## src/rtl/sb_msg_tx_engine.sv

```systemverilog
// Sideband message transmit engine: round-robin arbitration over NUM_CH requesters,
// even-parity packet build, FIFO handoff and an optional stoppable response timeout.
module sb_msg_tx_engine #(
  parameter int NUM_CH      = 2,
  parameter int DATA_W      = 16,
  parameter int PKT_W       = 64,
  parameter int TIMEOUT_CYC = 8000,
  localparam int CH_W       = (NUM_CH > 1) ? $clog2(NUM_CH) : 1
) (
  input  logic                     i_clk,
  input  logic                     i_rst,
  input  logic [NUM_CH-1:0]        i_req_valid,
  input  logic [NUM_CH-1:0]        i_expect_rsp,
  input  logic [4*NUM_CH-1:0]      i_msg_no,
  input  logic [3*NUM_CH-1:0]      i_msg_info,
  input  logic [DATA_W*NUM_CH-1:0] i_data,
  output logic [NUM_CH-1:0]        o_req_ack,
  input  logic                     i_fifo_full,
  input  logic                     i_ser_done,
  input  logic                     i_rsp_delivered,
  input  logic                     i_stop_cnt,
  output logic [PKT_W-1:0]         o_tx_data,
  output logic                     o_write_enable,
  output logic                     o_busy,
  output logic                     o_done,
  output logic                     o_time_out,
  output logic [CH_W-1:0]          o_done_ch
);

  localparam int CNT_W = (TIMEOUT_CYC > 2) ? $clog2(TIMEOUT_CYC) : 1;
  localparam logic [CNT_W-1:0] CNT_LAST = CNT_W'(TIMEOUT_CYC - 1);

  typedef enum logic [2:0] {
    S_IDLE,
    S_WRITE,
    S_WAIT_SER,
    S_WAIT_RSP,
    S_DONE
  } state_e;

  state_e              state_q, state_d;
  logic [CH_W-1:0]     ptr_q, ptr_d;
  logic [CH_W-1:0]     ch_q, ch_d;
  logic                exp_rsp_q, exp_rsp_d;
  logic [CNT_W-1:0]    cnt_q, cnt_d;
  logic [PKT_W-1:0]    pkt_q, pkt_d;
  logic [NUM_CH-1:0]   ack_q, ack_d;
  logic                busy_q, busy_d;
  logic                done_q, done_d;
  logic                time_out_q, time_out_d;
  logic [CH_W-1:0]     done_ch_q, done_ch_d;

  logic [3:0]          msg_no_a   [NUM_CH];
  logic [2:0]          msg_info_a [NUM_CH];
  logic [DATA_W-1:0]   data_a     [NUM_CH];
  logic                grant_vld;
  logic [CH_W-1:0]     grant_ch;
  logic [CH_W-1:0]     cand;

  // Parity lands in the MSB so the full packet always has an even popcount.
  function automatic logic [PKT_W-1:0] build_pkt(input logic [3:0]        no,
                                                 input logic [2:0]        info,
                                                 input logic [DATA_W-1:0] data,
                                                 input logic [CH_W-1:0]   ch);
    logic [PKT_W-1:0] p;
    p                   = '0;
    p[3:0]              = no;
    p[6:4]              = info;
    p[7 +: DATA_W]      = data;
    p[7 + DATA_W +: CH_W] = ch;
    p[PKT_W-1]          = ^p;
    return p;
  endfunction

  always_comb begin
    for (int k = 0; k < NUM_CH; k++) begin
      msg_no_a[k]   = i_msg_no[4*k +: 4];
      msg_info_a[k] = i_msg_info[3*k +: 3];
      data_a[k]     = i_data[DATA_W*k +: DATA_W];
    end
  end

  // Search starts one past the last grant so every requester gets a turn.
  always_comb begin
    grant_vld = 1'b0;
    grant_ch  = ptr_q;
    cand      = ptr_q;
    for (int i = 1; i <= NUM_CH; i++) begin
      cand = CH_W'((int'(ptr_q) + i) % NUM_CH);
      if (!grant_vld && i_req_valid[cand]) begin
        grant_vld = 1'b1;
        grant_ch  = cand;
      end
    end
  end

  always_comb begin
    state_d    = state_q;
    ptr_d      = ptr_q;
    ch_d       = ch_q;
    exp_rsp_d  = exp_rsp_q;
    cnt_d      = cnt_q;
    pkt_d      = pkt_q;
    ack_d      = '0;
    busy_d     = busy_q;
    done_d     = 1'b0;
    time_out_d = 1'b0;
    done_ch_d  = done_ch_q;
    unique case (state_q)
      S_IDLE: begin
        if (grant_vld) begin
          state_d         = S_WRITE;
          ptr_d           = grant_ch;
          ch_d            = grant_ch;
          exp_rsp_d       = i_expect_rsp[grant_ch];
          pkt_d           = build_pkt(msg_no_a[grant_ch], msg_info_a[grant_ch],
                                      data_a[grant_ch], grant_ch);
          ack_d[grant_ch] = 1'b1;
          busy_d          = 1'b1;
        end
      end
      S_WRITE: begin
        if (!i_fifo_full) state_d = S_WAIT_SER;
      end
      S_WAIT_SER: begin
        if (i_ser_done) begin
          if (exp_rsp_q) begin
            state_d = S_WAIT_RSP;
            cnt_d   = '0;
          end else begin
            state_d   = S_DONE;
            done_d    = 1'b1;
            done_ch_d = ch_q;
          end
        end
      end
      S_WAIT_RSP: begin
        if (i_rsp_delivered) begin
          state_d   = S_DONE;
          done_d    = 1'b1;
          done_ch_d = ch_q;
        end else if (i_stop_cnt) begin
          cnt_d = cnt_q;
        end else if (cnt_q == CNT_LAST) begin
          state_d    = S_IDLE;
          time_out_d = 1'b1;
          done_ch_d  = ch_q;
          busy_d     = 1'b0;
        end else begin
          cnt_d = cnt_q + 1'b1;
        end
      end
      S_DONE: begin
        state_d = S_IDLE;
        busy_d  = 1'b0;
      end
      default: begin
        state_d = S_IDLE;
        busy_d  = 1'b0;
      end
    endcase
  end

  always_ff @(posedge i_clk or posedge i_rst) begin
    if (i_rst) begin
      state_q    <= S_IDLE;
      ptr_q      <= CH_W'(NUM_CH - 1);
      ch_q       <= '0;
      exp_rsp_q  <= 1'b0;
      cnt_q      <= '0;
      pkt_q      <= '0;
      ack_q      <= '0;
      busy_q     <= 1'b0;
      done_q     <= 1'b0;
      time_out_q <= 1'b0;
      done_ch_q  <= '0;
    end else begin
      state_q    <= state_d;
      ptr_q      <= ptr_d;
      ch_q       <= ch_d;
      exp_rsp_q  <= exp_rsp_d;
      cnt_q      <= cnt_d;
      pkt_q      <= pkt_d;
      ack_q      <= ack_d;
      busy_q     <= busy_d;
      done_q     <= done_d;
      time_out_q <= time_out_d;
      done_ch_q  <= done_ch_d;
    end
  end

  assign o_write_enable = (state_q == S_WRITE) && !i_fifo_full;
  assign o_tx_data      = pkt_q;
  assign o_req_ack      = ack_q;
  assign o_busy         = busy_q;
  assign o_done         = done_q;
  assign o_time_out     = time_out_q;
  assign o_done_ch      = done_ch_q;

endmodule

```

## config.mk

```make
export PLATFORM = sky130hd
export DESIGN_NAME = sb_msg_tx_engine
export DESIGN_NICKNAME = d
export VERILOG_FILES = /design/src/rtl/sb_msg_tx_engine.sv
export SDC_FILE = /design/constraint.sdc
export NUM_CORES = 1
export LEC_CHECK = 0
export BUFFER_PORTS_ARGS = -buffer_cell sky130_fd_sc_hd__buf_2
export CORE_MARGIN = 2
export CORE_UTILIZATION = 48
export CTS_CLUSTER_SIZE = 28
export DETAILED_ROUTE_END_ITERATION = 8
export PLACE_DENSITY = 0.85
export SYNTH_ARGS = -nofsm -noshare
export SYNTH_HDL_FRONTEND = slang
export SYNTH_SLANG_ARGS = --single-unit
```

## constraint.sdc

```tcl
create_clock -name i_clk -period 2.5 [get_ports i_clk]
set_input_delay 0.125 -clock i_clk [delete_from_list [all_inputs] [get_ports i_clk]]
set_output_delay 0.125 -clock i_clk [all_outputs]
set_load 0.005 [all_outputs]
```

==> results.py <==
metrics = {
    "worst_setup_path": {
        "timing.reg2reg.worst_path_depth": 5,
        "timing.rr.end": "o_done_ch",
        "origin_of_the_worst_setup_path": "cnt_q[6]",
        "cp.required_ns": 2.69,
        "worst_r2r_startpoint": "cnt_q[6]",
        "data_arrival_at_the_endpoint_of_the_critical_path_ns": 2.57,
        "critPathMaxFanout": 5,
        "worst_setup_path_endpoint": "o_done_ch",
        "worstSetupEndpointType": "register",
        "reg2reg_slack_ns": 0.12,
        "timing.critical_path.from_type": "register",
        "crit_path_kind": "register to register",
    },
    "clock_tree": {
        "clock_sinks": 49,
        "clk_pin_slew_worst_paths_ns": 0.10,
        "h-tree-depth": 2,
        "longest_clk_path_bufs": 2,
        "tritoncts": "done",
        "worst_skew_pair.late_latency_ns": 0.31,
        "total_clock_buffers_created_by_cts": 5,
        "cts_root_buf": "sky130_fd_sc_hd__clkbuf_8",
    },
    "cells_and_area": {
        "layout-drive-gt1-share_pct": 26.7,
        "count_of_placed_standard_cells_in_the_final_layout_fillers_left_out": 484,
        "net_total_in_the_final_layout": 465,
        "area_growth_syn_to_layout_pct": 15.9,
        "layout.core_utilization_pct": 58.4,
        "final_area_um2": 3520,
        "ant_cells": 0,
    },
    "pwr": {
        "cellLeakagePower_nw": 1.72,
        "p_comb_share_pct": 46.3,
        "powerDensity_nw_per_um2": 919,
        "p_total_w": 0.00323,
        "clock_power_share_pct": 14.5,
        "pwr-share-seq_pct": 39.2,
        "switching_power_w": 0.00125,
        "p_int_w": 0.00199,
        "power.share.switching_pct": 38.5,
        "worst_ir_drop_vdd_mv": 0.537,
    },
    "sta": {
        "final.period_utilization_pct": 95.0,
        "maxSlewViolCount": 0,
        "fmax_ghz": 0.421,
        "hold_viol": 0,
        "worstMarginPinSlew_ns": 0.738,
        "finalSetupTns_ns": 0,
        "maxSlewHeadroom_pct": 50.6,
        "setup-violations-final": 0,
        "unrepaired_setup_endpoints_after_global_routing": "no",
        "fin_skew_ns": 0.0132,
        "final_critical_path_required_period_ns": 2.38,
    },
    "floorplanning": {
        "ioPinCount": 127,
        "die_outline_area_um2": 6980,
        "effective_utilization_at_floorplan_pct": 50.4,
        "placeableCoreArea_um2": 6030,
        "fp.dieH_um": 83.5,
        "rows": 28,
        "die_w_um": 83.5,
    },
    "global_route": {
        "grt-ovfl-total": 0,
        "number_of_global_route_vias_before_repair": 2395,
        "grt_max_degree": 51,
        "gr-usage-all-layers_pct": 19.7,
        "grt_antenna_before_repair": 0,
        "grt_first_pass_wirelength_um": 11300,
    },
    "detailed_routing": {
        "remaining_drc_errors": 0,
        "drtIter0Drc": 133,
        "wirelength_per_cell_um": 13.6,
        "drt-vias-per-instance": 4.94,
        "first_pass_iters": 4,
        "wl_um": 6570,
        "detail-route-antenna-nets": 0,
        "vias": 2389,
    },
    "place": {
        "final_weighted_congestion_of_routability_driven_global_placement": 0.849,
        "placed_inst_area_um2": 3420,
        "place_hpwl_um": 5060,
        "dp.cells": 475,
        "place.port_buffers": 87,
    },
    "logic_synthesis": {
        "synth_commonest_cells": "sky130_fd_sc_hd__dfrtp_1 (48), sky130_fd_sc_hd__nor2_1 (46), sky130_fd_sc_hd__buf_4 (40)",
        "netlist_area_um2": 3040,
        "async_set_or_reset_register_ratio_after_synthesis_pct": 100,
        "synth_cell_type_count": 40,
        "flip_flop_and_latch_count_after_synthesis": 49,
        "synth_area_per_cell_um2": 9.49,
        "yosysMostFrequentCell": "sky130_fd_sc_hd__dfrtp_1",
        "post_synth_inst_count": 320,
        "yosys.area.top_type": "sky130_fd_sc_hd__dfrtp_1",
        "synth.yosys.seq_area_share_pct": 40.4,
        "ys_dominant_reg_cell": "sky130_fd_sc_hd__dfrtp_1",
        "synth.yosys.warnings": 0,
        "edff_count_synth": 0,
        "synth_top_area_share_pct": 39.6,
        "yosys-top-cells-area": "sky130_fd_sc_hd__dfrtp_1 (40%), sky130_fd_sc_hd__xnor2_1 (10%), sky130_fd_sc_hd__buf_4 (9.9%)",
    },
    "worst_hold_path": {
        "class_of_the_worst_hold_path": "primary input to register",
    },
    "status": {
        "outcome": "complete, no violations",
    },
    "job": {
        "drv.max_cap_violation_count": 0,
    },
}
==> through the flow <==
stage,hold WS (ns),setup WS (ns)
6_report,0.132,0.124
5_1_grt,0.132,0.0691
4_1_cts,0.128,0.129
3_5_place_dp,0.228,0.141
3_3_place_gp,0.210,0.184
2_1_floorplan,0.280,0.234
==> power by group through the flow <==
stage / clock network, W / registers [W] / logic, W
6_report: 0.000468 / 0.00127 / 0.00150
5_1_grt: 0.000516 / 0.00131 / 0.00168
4_1_cts: 0.000481 / 0.00127 / 0.00152
3_5_place_dp: 0 / 0.00128 / 0.00152
3_3_place_gp: 0 / 0.00127 / 0.00146
2_1_floorplan: 0 / 0.00128 / 0.00104
==> cell families (layout without fill, tap and decap cells) <==
family,after synthesis,in the layout,share of synthesized area [%]
adder cells (fa/ha/maj),1,1,0.412
other,1,39,0.123
buffers and inverters,56,107,12.5
XOR/XNOR,52,52,15.5
flip-flops,49,49,40.4
AND/OR/NAND/NOR,87,87,13.2
multiplexers,27,27,8.98
AO/OA/AOI/OAI,47,47,8.86
==> cell usage in the layout (no fill, tap or decap), types with 3 or more instances in the layout <==
| cell | n |
|---|---|
| sky130_fd_sc_hd__nand2_1 | 11 |
| sky130_fd_sc_hd__a21oi_1 | 32 |
| sky130_fd_sc_hd__xor2_1 | 16 |
| sky130_fd_sc_hd__o21ai_0 | 4 |
| sky130_fd_sc_hd__a21o_1 | 3 |
| sky130_fd_sc_hd__nand3_1 | 6 |
| sky130_fd_sc_hd__conb_1 | 39 |
| sky130_fd_sc_hd__nor3_1 | 4 |
| sky130_fd_sc_hd__dfrtp_1 | 48 |
| sky130_fd_sc_hd__inv_1 | 5 |
| sky130_fd_sc_hd__mux2i_1 | 25 |
| sky130_fd_sc_hd__nor2_1 | 46 |
| sky130_fd_sc_hd__clkbuf_8 | 5 |
| sky130_fd_sc_hd__and3_1 | 3 |
| sky130_fd_sc_hd__buf_2 | 87 |
| sky130_fd_sc_hd__buf_4 | 4 |
| sky130_fd_sc_hd__xnor2_1 | 35 |
| sky130_fd_sc_hd__nor4_1 | 4 |
==> metal layers <==
metal / share of wire, % / up-vias / wire, um / global-route usage (%)
met4: 1.3 / 0 / 84 / 5.43
met5: 0 / - / 0 / 0
met1: 41 / 1111 / 2690 / 23.7
li1: - / 1171 / - / -
met3: 7.8 / 9 / 512 / 6.23
met2: 50 / 98 / 3280 / 34.0
==> area by class of cell <==
cell class / count / area (um^2)
fill: 546 / 2510
multi-input combinational: 253 / 1590
sequential: 49 / 1230
timing repair buffer: 93 / 495
tap: 75 / 93.8
clock buffer: 7 / 76.3
inverter: 6 / 22.5
clock inverter: 1 / 8.76
==> worst min-delay path by stage <==
stage                          from              to  slack, ns  cells after the start
floorplan               i_fifo_full  o_write_enable       0.28                      1
finish                i_msg_info[0]    o_tx_data[4]       0.13                      3
CTS                 i_rsp_delivered          o_done       0.13                      3
global route             i_stop_cnt      o_time_out       0.13                      3
global placement              i_rst   o_tx_data[15]       0.21                      2
detailed placement            i_rst   o_tx_data[15]       0.23                      2
==> critical path: stages (launching register included) <==
cell and delay (ns):
sky130_fd_sc_hd__dfrtp_1 0.42, sky130_fd_sc_hd__or3b_1 0.39, sky130_fd_sc_hd__or2_1 0.23, sky130_fd_sc_hd__or4_4 0.56, sky130_fd_sc_hd__a311oi_2 0.30, sky130_fd_sc_hd__mux2_2 0.37
==> state kept, by name (all words and copies together) (netlist names) <==
register and count:
ptr_q 1, o_busy 1, o_done 1, o_time_out 1, cnt_q 13, state_q 3, exp_rsp_q 1, o_tx_data 25
o_done_ch 1, o_req_ack 2
==> what timing repair did <==
action,in CTS,in global routing
endpoints found under the setup margin,0,2
gates resized for setup,0,1
hold buffers,1,0
setup buffers,0,0
hold endpoints to repair,26,0
Power figures use the tool's default switching activity.
